### src/rtl/cross_bar_rr.sv
// N-master x M-slave crossbar: per-slave round-robin arbiter with grant lock on stall,
// combinational acknowledge and a one-cycle registered read-data return path.
module cross_bar_rr #(
    parameter int N_MASTERS = 4,
    parameter int N_SLAVES  = 4,
    parameter int ADDR_W    = 32,
    parameter int DATA_W    = 32
) (
    input  logic                          clk,
    input  logic                          rst_n,
    input  logic [N_MASTERS-1:0]          m_req,
    input  logic [N_MASTERS*ADDR_W-1:0]   m_addr,
    input  logic [N_MASTERS-1:0]          m_cmd,
    input  logic [N_MASTERS*DATA_W-1:0]   m_wdata,
    output logic [N_MASTERS-1:0]          m_ack,
    output logic [N_MASTERS*DATA_W-1:0]   m_rdata,
    output logic [N_MASTERS-1:0]          m_rvalid,
    output logic [N_SLAVES-1:0]           s_req,
    output logic [N_SLAVES*ADDR_W-1:0]    s_addr,
    output logic [N_SLAVES-1:0]           s_cmd,
    output logic [N_SLAVES*DATA_W-1:0]    s_wdata,
    input  logic [N_SLAVES-1:0]           s_ack,
    input  logic [N_SLAVES*DATA_W-1:0]    s_rdata
);
    localparam int SEL_W = $clog2(N_SLAVES);
    localparam int MID_W = $clog2(N_MASTERS);
    localparam logic [MID_W-1:0] LAST_M = MID_W'(N_MASTERS - 1);

    logic [SEL_W-1:0]     tgt     [N_MASTERS];
    logic [N_MASTERS-1:0] r       [N_SLAVES];
    logic [MID_W-1:0]     gnt     [N_SLAVES];
    logic [MID_W-1:0]     ptr     [N_SLAVES];
    logic [MID_W-1:0]     lock_id [N_SLAVES];
    logic [N_SLAVES-1:0]  lock;
    logic [N_SLAVES-1:0]  rd_pend_p1;
    logic [MID_W-1:0]     rd_own_p1 [N_SLAVES];
    logic                 found;
    int                   idx;

    // Stage p0: decode, arbitration and forwarding (combinational)
    always_comb begin
        for (int i = 0; i < N_MASTERS; i++) begin
            tgt[i] = m_addr[i*ADDR_W + ADDR_W - SEL_W +: SEL_W];
        end
        for (int s = 0; s < N_SLAVES; s++) begin
            r[s] = '0;
            for (int i = 0; i < N_MASTERS; i++) begin
                r[s][i] = m_req[i] && (tgt[i] == SEL_W'(s));
            end
        end
    end

    always_comb begin
        found   = 1'b0;
        idx     = 0;
        s_req   = '0;
        s_addr  = '0;
        s_cmd   = '0;
        s_wdata = '0;
        for (int s = 0; s < N_SLAVES; s++) begin
            gnt[s] = lock_id[s];
            if (!lock[s]) begin
                gnt[s] = ptr[s];
                found  = 1'b0;
                for (int k = 0; k < N_MASTERS; k++) begin
                    idx = (int'(ptr[s]) + k) % N_MASTERS;
                    if (!found && r[s][idx]) begin
                        gnt[s] = MID_W'(idx);
                        found  = 1'b1;
                    end
                end
            end
            s_req[s] = |r[s];
            if (s_req[s]) begin
                s_addr[s*ADDR_W +: ADDR_W]  = m_addr[int'(gnt[s])*ADDR_W +: ADDR_W];
                s_cmd[s]                    = m_cmd[gnt[s]];
                s_wdata[s*DATA_W +: DATA_W] = m_wdata[int'(gnt[s])*DATA_W +: DATA_W];
            end
        end
    end

    // Acknowledge is same-cycle; read return is driven from the p1 registers
    always_comb begin
        m_ack    = '0;
        m_rvalid = '0;
        m_rdata  = '0;
        for (int i = 0; i < N_MASTERS; i++) begin
            m_ack[i] = m_req[i] && s_ack[tgt[i]] && (gnt[tgt[i]] == MID_W'(i));
        end
        for (int s = 0; s < N_SLAVES; s++) begin
            if (rd_pend_p1[s]) begin
                m_rvalid[rd_own_p1[s]] = 1'b1;
                m_rdata[int'(rd_own_p1[s])*DATA_W +: DATA_W] =
                    m_rdata[int'(rd_own_p1[s])*DATA_W +: DATA_W] | s_rdata[s*DATA_W +: DATA_W];
            end
        end
    end

    // Stage p1: arbiter state update and read-return tracking
    always_ff @(posedge clk or negedge rst_n) begin
        if (!rst_n) begin
            lock       <= '0;
            rd_pend_p1 <= '0;
            for (int s = 0; s < N_SLAVES; s++) begin
                ptr[s]       <= '0;
                lock_id[s]   <= '0;
                rd_own_p1[s] <= '0;
            end
        end else begin
            for (int s = 0; s < N_SLAVES; s++) begin
                rd_pend_p1[s] <= 1'b0;
                if (s_req[s]) begin
                    if (s_ack[s]) begin
                        ptr[s]  <= (gnt[s] == LAST_M) ? '0 : gnt[s] + 1'b1;
                        lock[s] <= 1'b0;
                        if (!s_cmd[s]) begin
                            rd_pend_p1[s] <= 1'b1;
                            rd_own_p1[s]  <= gnt[s];
                        end
                    end else begin
                        // Hold the grant so a stalled transfer cannot be pre-empted
                        lock[s]    <= 1'b1;
                        lock_id[s] <= gnt[s];
                    end
                end
            end
        end
    end

endmodule

### config.mk
export PLATFORM = sky130hd
export DESIGN_NAME = cross_bar_rr
export DESIGN_NICKNAME = d
export VERILOG_FILES = /design/src/rtl/cross_bar_rr.sv
export SDC_FILE = /design/constraint.sdc
export NUM_CORES = 1
export LEC_CHECK = 0
export CELL_PAD_IN_SITES_DETAIL_PLACEMENT = 1
export CELL_PAD_IN_SITES_GLOBAL_PLACEMENT = 1
export CORE_AREA = 2 2 312 314
export CTS_BUF_LIST = sky130_fd_sc_hd__clkbuf_8
export CTS_CLUSTER_SIZE = 16
export DETAILED_ROUTE_END_ITERATION = 8
export DIE_AREA = 0 0 314 316
export PLACE_DENSITY = 0.57
export SLEW_MARGIN = 20
export SYNTH_ARGS = -nofsm -noshare
export SYNTH_HDL_FRONTEND = slang
export SYNTH_SLANG_ARGS = --single-unit
### constraint.sdc
create_clock -name clk -period 4.15 [get_ports clk]
set_clock_uncertainty 0.15 [all_clocks]
set_input_delay 0.83 -clock clk [delete_from_list [all_inputs] [get_ports clk]]
set_output_delay 0.83 -clock clk [all_outputs]
set_load 0.005 [all_outputs]
==> qor.csv, run 1 <==
metric,value,unit
setup_slack,-0.7462,ns
cts.sinks,32,
layout_min_cycle_time,4.896,ns
power,19.96,mW
ant_nets,0,
core.rowCount,114,
core,0.09599,mm^2
r2r_start,ptr[7],
finalInstanceArea,0.03962,mm^2
p_leak,16.27,nW
drtIter0Drc,2044,
avgSynthCellArea,8.236,um^2
syn-num-nets,2644,
finalHoldViolations,0,
cts-root-buf,clkbuf_8,
drc,0,
first_pass_iters,7,
end_kind,output port,
wl_per_cell,29.81,um
maxSlewHeadroom,52.55,%
synth_edf_count,0,
cp.required,3.17,ns
status,"finished, violations left",
vias,28182,
async_reset_ff_share,100.0,%
worst_pin_slew,0.7117,ns
hold_start,lock_id[2],
die-width,314,um
die_h,316,um
cts.path.max_buffers,2,
io_buffers,797,
clk_pin_slew,0.09,ns
place.gp.congestion,1.008,
violations,setup timing,
htreeDepth,2,
grt_pass1_wl,204100,um
die-area,0.09922,mm^2
final_layout_size_suffix_gt1_share,59.46,%
maxCapViolations,0,
start_util,19.01,%
cts_hold_buf,0,
synth-seq-cells,32,
placed_cell_area,0.03188,mm^2
grt_pass1_vias,28501,
synth_warnings,0,
area_growth_syn_to_layout,117.1,%
clock_latency,0.31,ns
start_kind,flip-flop,
gr-total-overflow,0,
powerDensity,503.6,mW/mm^2
vdd_drop_max,0.2928,mV
tns,-86.74,ns
synth-seq-area-share,4.388,%
hp-class,reg2reg,
cts_tree,done,
crit_arrival,3.92,ns
grt_usage,27.74,%
antenna_found_initial,25,
synth_cell_types,86,
wl,149600,um
max_freq,204.2,MHz
grt_max_degree,59,
syn_area,0.01825,mm^2
viasPerCell,5.617,
fin_crit_sh,118.0,%
nets,4152,
synth_cells,2216,
synthFlopType,dfrtp_1,
path_class,reg2out,
crit_path_max_fanout,8,
pre_cts_slack,-1.066,ns
slew_viol_final,0,
hpwl,104800,um
numCtsBuffers,5,
num-fill-cells,10782,
crit_start,rd_own_p1[4],
setup_viol,308,
io-pin-count,798,
whs,0.4181,ns
rsz0062_at_grt,true,
repair_timing:
| action | CTS | global route |
|---|---|---|
| buffers inserted | 365 | 172 |
| setup endpoints to repair | 392 | 390 |
| cloned | 27 | 5 |
| resized for setup | 2157 | 749 |
| pin swaps | 303 | 250 |
path summary, 6_finish.rpt:
path	cells after the start	end	slack (ns)
max	20	m_rdata[95]	-0.75
min	2	lock_id[2]	0.42
max reg2reg	12	rd_own_p1[7]	1.15
min reg2reg	2	lock_id[2]	0.42
max in group asynchronous	2	rd_own_p1[0]	2.61
min in group asynchronous	1	rd_own_p1[7]	0.55
metrics by stage:
step	util (%)	instances
2_1_floorplan	-	2216
3_5_place_dp	33.21	4536
6_report	41.28	5017
3_3_place_gp	33.21	4536
5_1_grt	41.25	5007
4_1_cts	38.85	4897
layout by cell type, fill, tap and decap left out, drive strengths merged, types with 47 or more instances in the layout:
| cell type | count |
|---|---|
| buf | 1324 |
| clkdlybuf4s50 | 394 |
| and2 | 273 |
| mux4 | 258 |
| o21ai | 235 |
| nand2 | 209 |
| a31oi | 121 |
| a22oi | 107 |
| o211ai | 86 |
| o21a | 64 |
| clkbuf | 58 |
| a21oi | 55 |
| nor2 | 53 |
| nor3 | 47 |
state kept, by name, summed over array words and instances (netlist names):
name        count
rd_pend_p1      4
lock_id         8
lock            4
rd_own_p1       8
ptr             8
critical path: stages, from the launching register on:
cell	delay (ns)
dfrtp_1	0.39
inv_2	0.12
buf_12	0.12
ha_4	0.17
nand4bb_1	0.15
a311oi_2	0.14
buf_4	0.20
o32ai_4	0.35
buf_6	0.17
clkbuf_16	0.15
buf_8	0.11
nor3_4	0.04
a221oi_2	0.26
buf_4	0.19
buf_6	0.11
o211ai_1	0.09
o21ai_1	0.18
o22ai_2	0.14
buf_6	0.16
a22o_4	0.24
buf_2	0.13
report_power, final:
part | internal (mW) | switching [mW]
clock network | 0.212 | 0.143
registers | 0.431 | 0.202
logic | 10.6 | 8.34
area by class of cell:
cell class	instances	area, um^2	area share (%)
Clock buffer	7	96.34	0.2431
Inverter	25	96.34	0.2431
Multi-Input combinational cell	1876	19170	48.37
Tap cell	1276	1597	4.029
Timing Repair Buffer	1784	17790	44.90
Antenna cell	16	40.04	0.1010
Sequential cell	32	807.0	2.037
Clock inverter	1	30.03	0.07578
cell usage after synthesis, types with 5 or more instances:
cell type,count,area share (%)
dfrtp_1,32,4.4
mux2i_1,12,0.66
o221ai_1,5,0.24
nor2b_1,5,0.17
nand4_1,33,1.1
nand2_1,208,4.3
clkbuf_1,179,3.7
buf_2,71,1.9
inv_1,22,0.45
o21ai_1,57,1.6
o21bai_1,29,1.2
a22o_1,33,1.6
nand3b_1,12,0.49
and2_1,272,9.3
nor3_1,37,1.0
nor3b_1,5,0.21
o211ai_1,86,3.5
a22oi_1,107,4.4
ha_1,30,2.1
a221oi_2,29,2.4
or3_1,9,0.31
buf_1,17,0.35
o21ai_0,178,4.9
nor2_1,52,1.1
nor3_2,10,0.55
a31oi_1,121,4.1
nand2b_1,9,0.31
mux4_2,258,32
o2bb2ai_1,7,0.34
buf_4,12,0.49
mux2_2,6,0.37
o21a_1,64,2.6
nand3_1,20,0.55
o22ai_1,41,1.4
a21oi_1,55,1.5
and3_1,6,0.21
kinds of logic (layout without fill, tap and decap cells):
family	Yosys count	after routing	synth area share [%]
AO/OA/AOI/OAI	859	859	32.27
AND/OR/NAND/NOR	708	708	21.04
buffers and inverters	308	1817	7.233
multiplexers	276	276	32.87
flip-flops	32	32	4.388
adder cells (fa/ha/maj)	30	30	2.057
XOR/XNOR	3	3	0.1440
other	0	16	0
layer usage:
layer  up-vias  wire, um  track usage [%]
met5         -       195                0
met4        28     11630            15.67
met3       489     10220            5.378
met2      1526     73130            48.87
met1     14258     54400            31.37
li1      11881         -                -
No activity file was read; power rests on OpenSTA's default activity.
==> run 2, diff against run 1 <==
--- a/config.mk
+++ b/config.mk
@@ -12,6 +12,7 @@
 export CTS_CLUSTER_SIZE = 16
 export DETAILED_ROUTE_END_ITERATION = 8
 export DIE_AREA = 0 0 314 316
+export MAX_ROUTING_LAYER = met4
 export PLACE_DENSITY = 0.57
 export SLEW_MARGIN = 20
 export SYNTH_ARGS = -nofsm -noshare
==> run 2 against run 1 <==
Net effect:
- the run still ends with setup timing left
- non-clock buffer count fell by 87
- sequential share of layout area rose by 0.11 points
- combinational power fell by 12%
- cell count fell by 1.2%
- fmax rose by 0.41%
- highest routed layer is now met4
- global-route usage fell by 0.96 points
- via count fell by 4.0%
- worst setup slack improved by 0.020 ns
- clock power fell by 8.7%
- core utilization fell by 2.0 points
- total power fell by 11%
- register-to-register slack improved by 0.03 ns
==> qor.csv, run 2 (synthesized netlist as in run 1, its figures left out) <==
metric,value,unit,change
grt_pass1_wl,190900,um,-6.4%
viasPerCell,5.454,,-2.9%
seq_area,807.0,um^2,unchanged
gr-total-overflow,0,,unchanged
path_common_cell,buf_4,,
first_pass_iters,7,,unchanged
pre_cts_slack,-0.9771,ns,+0.08844 ns
hpwl,106100,um,+1.2%
core,0.09599,mm^2,unchanged
place.gp.congestion,1.014,,+0.58%
mostFrequentLayoutCells,"663 x buf_4, 393 x clkdlybuf4s50_1, 258 x mux4_2, 201 x nand2_1, 157 x and2_1",,
cts_tree,done,,
busiest_layer,met2,,
core.rowCount,114,,unchanged
fin_crit_sh,117.5,%,-0.49 points
nets,4066,,-2.1%
vdd_drop_max,0.2186,mV,-25%
final_layout_size_suffix_gt1_share,51.11,%,-8.4 points
io-pin-count,798,,unchanged
wl_per_cell,29.14,um,-2.2%
crit_path_max_fanout,8,,unchanged
clk_pin_slew,0.08,ns,about the same
max_freq,205.1,MHz,+0.41%
largestRegisters,"lock_id x8, ptr x8, rd_own_p1 x8",,
maxSlewHeadroom,56.06,%,+3.5 points
finalHoldViolations,0,,unchanged
drc,0,,unchanged
status,"finished, violations left",,
drtIter0Drc,1745,,-15%
rsz0062_at_grt,true,,
maxCapViolations,0,,unchanged
start_util,19.01,%,unchanged
die-width,314,um,unchanged
end_kind,output port,,
numCtsBuffers,5,,unchanged
setup_viol,373,,+21%
grt_usage,26.78,%,-0.96 points
path_class,reg2out,,
die-area,0.09922,mm^2,unchanged
cp.required,3.17,ns,about the same
grt_max_degree,59,,unchanged
layout_min_cycle_time,4.876,ns,-0.02021 ns
layout_commonest_cell,buf_4,,
grtUsageMet2,46.33,%,-2.5 points
htreeDepth,2,,unchanged
setup_slack,-0.7260,ns,+0.02021 ns
io_buffers,797,,unchanged
grt_pass1_vias,26193,,-8.1%
multi_input_comb_area,0.01837,mm^2,-4.2%
ant_nets,0,,unchanged
hp-class,reg2reg,,
grtUsageMet3,5.582,%,+0.20 points
cts-root-buf,clkbuf_8,,
grt_use_met1,30.10,%,-1.3 points
wl,144500,um,-3.4%
violations,setup timing,,
cts.sinks,32,,unchanged
crit_chain,inv_2 > ha_4 > and4bb_2 > a22o_4 > a211oi_4 > buf_12 > buf_6 > o21bai_2 > a221oi_4 > buf_4 > nor2_2 > o22ai_2 > o22ai_2 > buf_4 > buf_4 > a22o_4 > clkbuf_2,,
start_kind,flip-flop,,
utilization,39.23,%,-2.0 points
worst_pin_slew,0.6591,ns,-0.05260 ns
cts_hold_buf,0,,unchanged
vias,27048,,-4.0%
area_growth_syn_to_layout,106.3,%,
die_h,316,um,unchanged
p_leak,16.96,nW,+4.2%
antenna_found_initial,41,,+64%
powerDensity,472.4,mW/mm^2,-6.2%
crit_arrival,3.90,ns,-0.02 ns
crit_path_max_incr_delay,0.40,ns,about the same
num-fill-cells,10923,,+1.3%
cts.path.max_buffers,2,,unchanged
slew_viol_final,0,,unchanged
clock_latency,0.31,ns,about the same
worst_path_max_delay_cell,a221oi_4,,
-- run 2: changes by cell type in the layout (fill, tap and decap cells not counted), sizes merged, moves of 3 or more --
cell / delta
buf: -304
dlymetal6s2s: +138
clkbuf: +90
diode: +28
clkdlybuf4s15: -11
clkinvlp: +3
-- run 2: repair_timing --
item,CTS,global route
endpoints found under the setup margin,394,392
pin swaps,65,265
resized for setup,357,1276
gates cloned,8,20
setup buffers,77,292
-- run 2: final cells by class --
class / instances / share of cell area (%)
Multi-Input combinational cell: 1876 / 48.78
Timing Repair Buffer: 1697 / 43.92
Tap cell: 1276 / 4.240
Sequential cell: 32 / 2.143
Inverter: 25 / 0.3024
Antenna cell: 44 / 0.2924
Clock buffer: 5 / 0.1827
Clock inverter: 3 / 0.1130
Timing Repair inverter: 1 / 0.02990
-- run 2: path summary, 6_finish.rpt --
| check | start | to | slack [ns] | cells past startpoint |
|---|---|---|---|---|
| setup / recovery | rd_own_p1[6] | m_rdata[95] | -0.73 | 17 |
| hold / removal | lock_id[2] | lock_id[2] | 0.41 | 2 |
| setup reg to reg | ptr[3] | rd_own_p1[3] | 1.18 | 14 |
| hold reg to reg | lock_id[2] | lock_id[2] | 0.41 | 2 |
| max in group asynchronous | rst_n | rd_own_p1[0] | 2.69 | 2 |
| min in group asynchronous | rst_n | lock_id[5] | 0.80 | 2 |
-- run 2: critical path: cells and delay by family, from the launching register on --
kind | cells | cell delay, ns
flops | 1 | 0.38
compound gates | 7 | 1.64
buf+inv | 7 | 0.99
simple gates | 2 | 0.30
fa+ha+maj | 1 | 0.28
-- run 2: per-layer routing --
layer,vias to the layer above,share of wire (%)
met5,-,0
met4,0,5.7
met3,292,7.2
met2,1269,50
met1,13761,37
li1,11726,-
-- run 2: through the flow --
step	hold WS, ns	TNS, ns	std cells	area (um^2)	total power, mW
after detailed placement	0.3794	-290.21	4540	31890	13.34
after global placement	0.3722	-286.58	4540	31890	13.29
final	0.4082	-111.94	4959	37660	17.79
after global routing	0.4320	-152.37	4954	37640	18.63
after floorplan	0.3311	0	2216	18250	6.873
after CTS	0.4055	-173.51	4631	33500	14.75
-- run 2: where the power goes --
group	total [mW]	switching (mW)	internal, mW	leakage [nW]
sequential	0.649	0.218	0.431	0.371
combinational	16.8	7.55	9.27	16.5
clock	0.324	0.146	0.178	0.0544
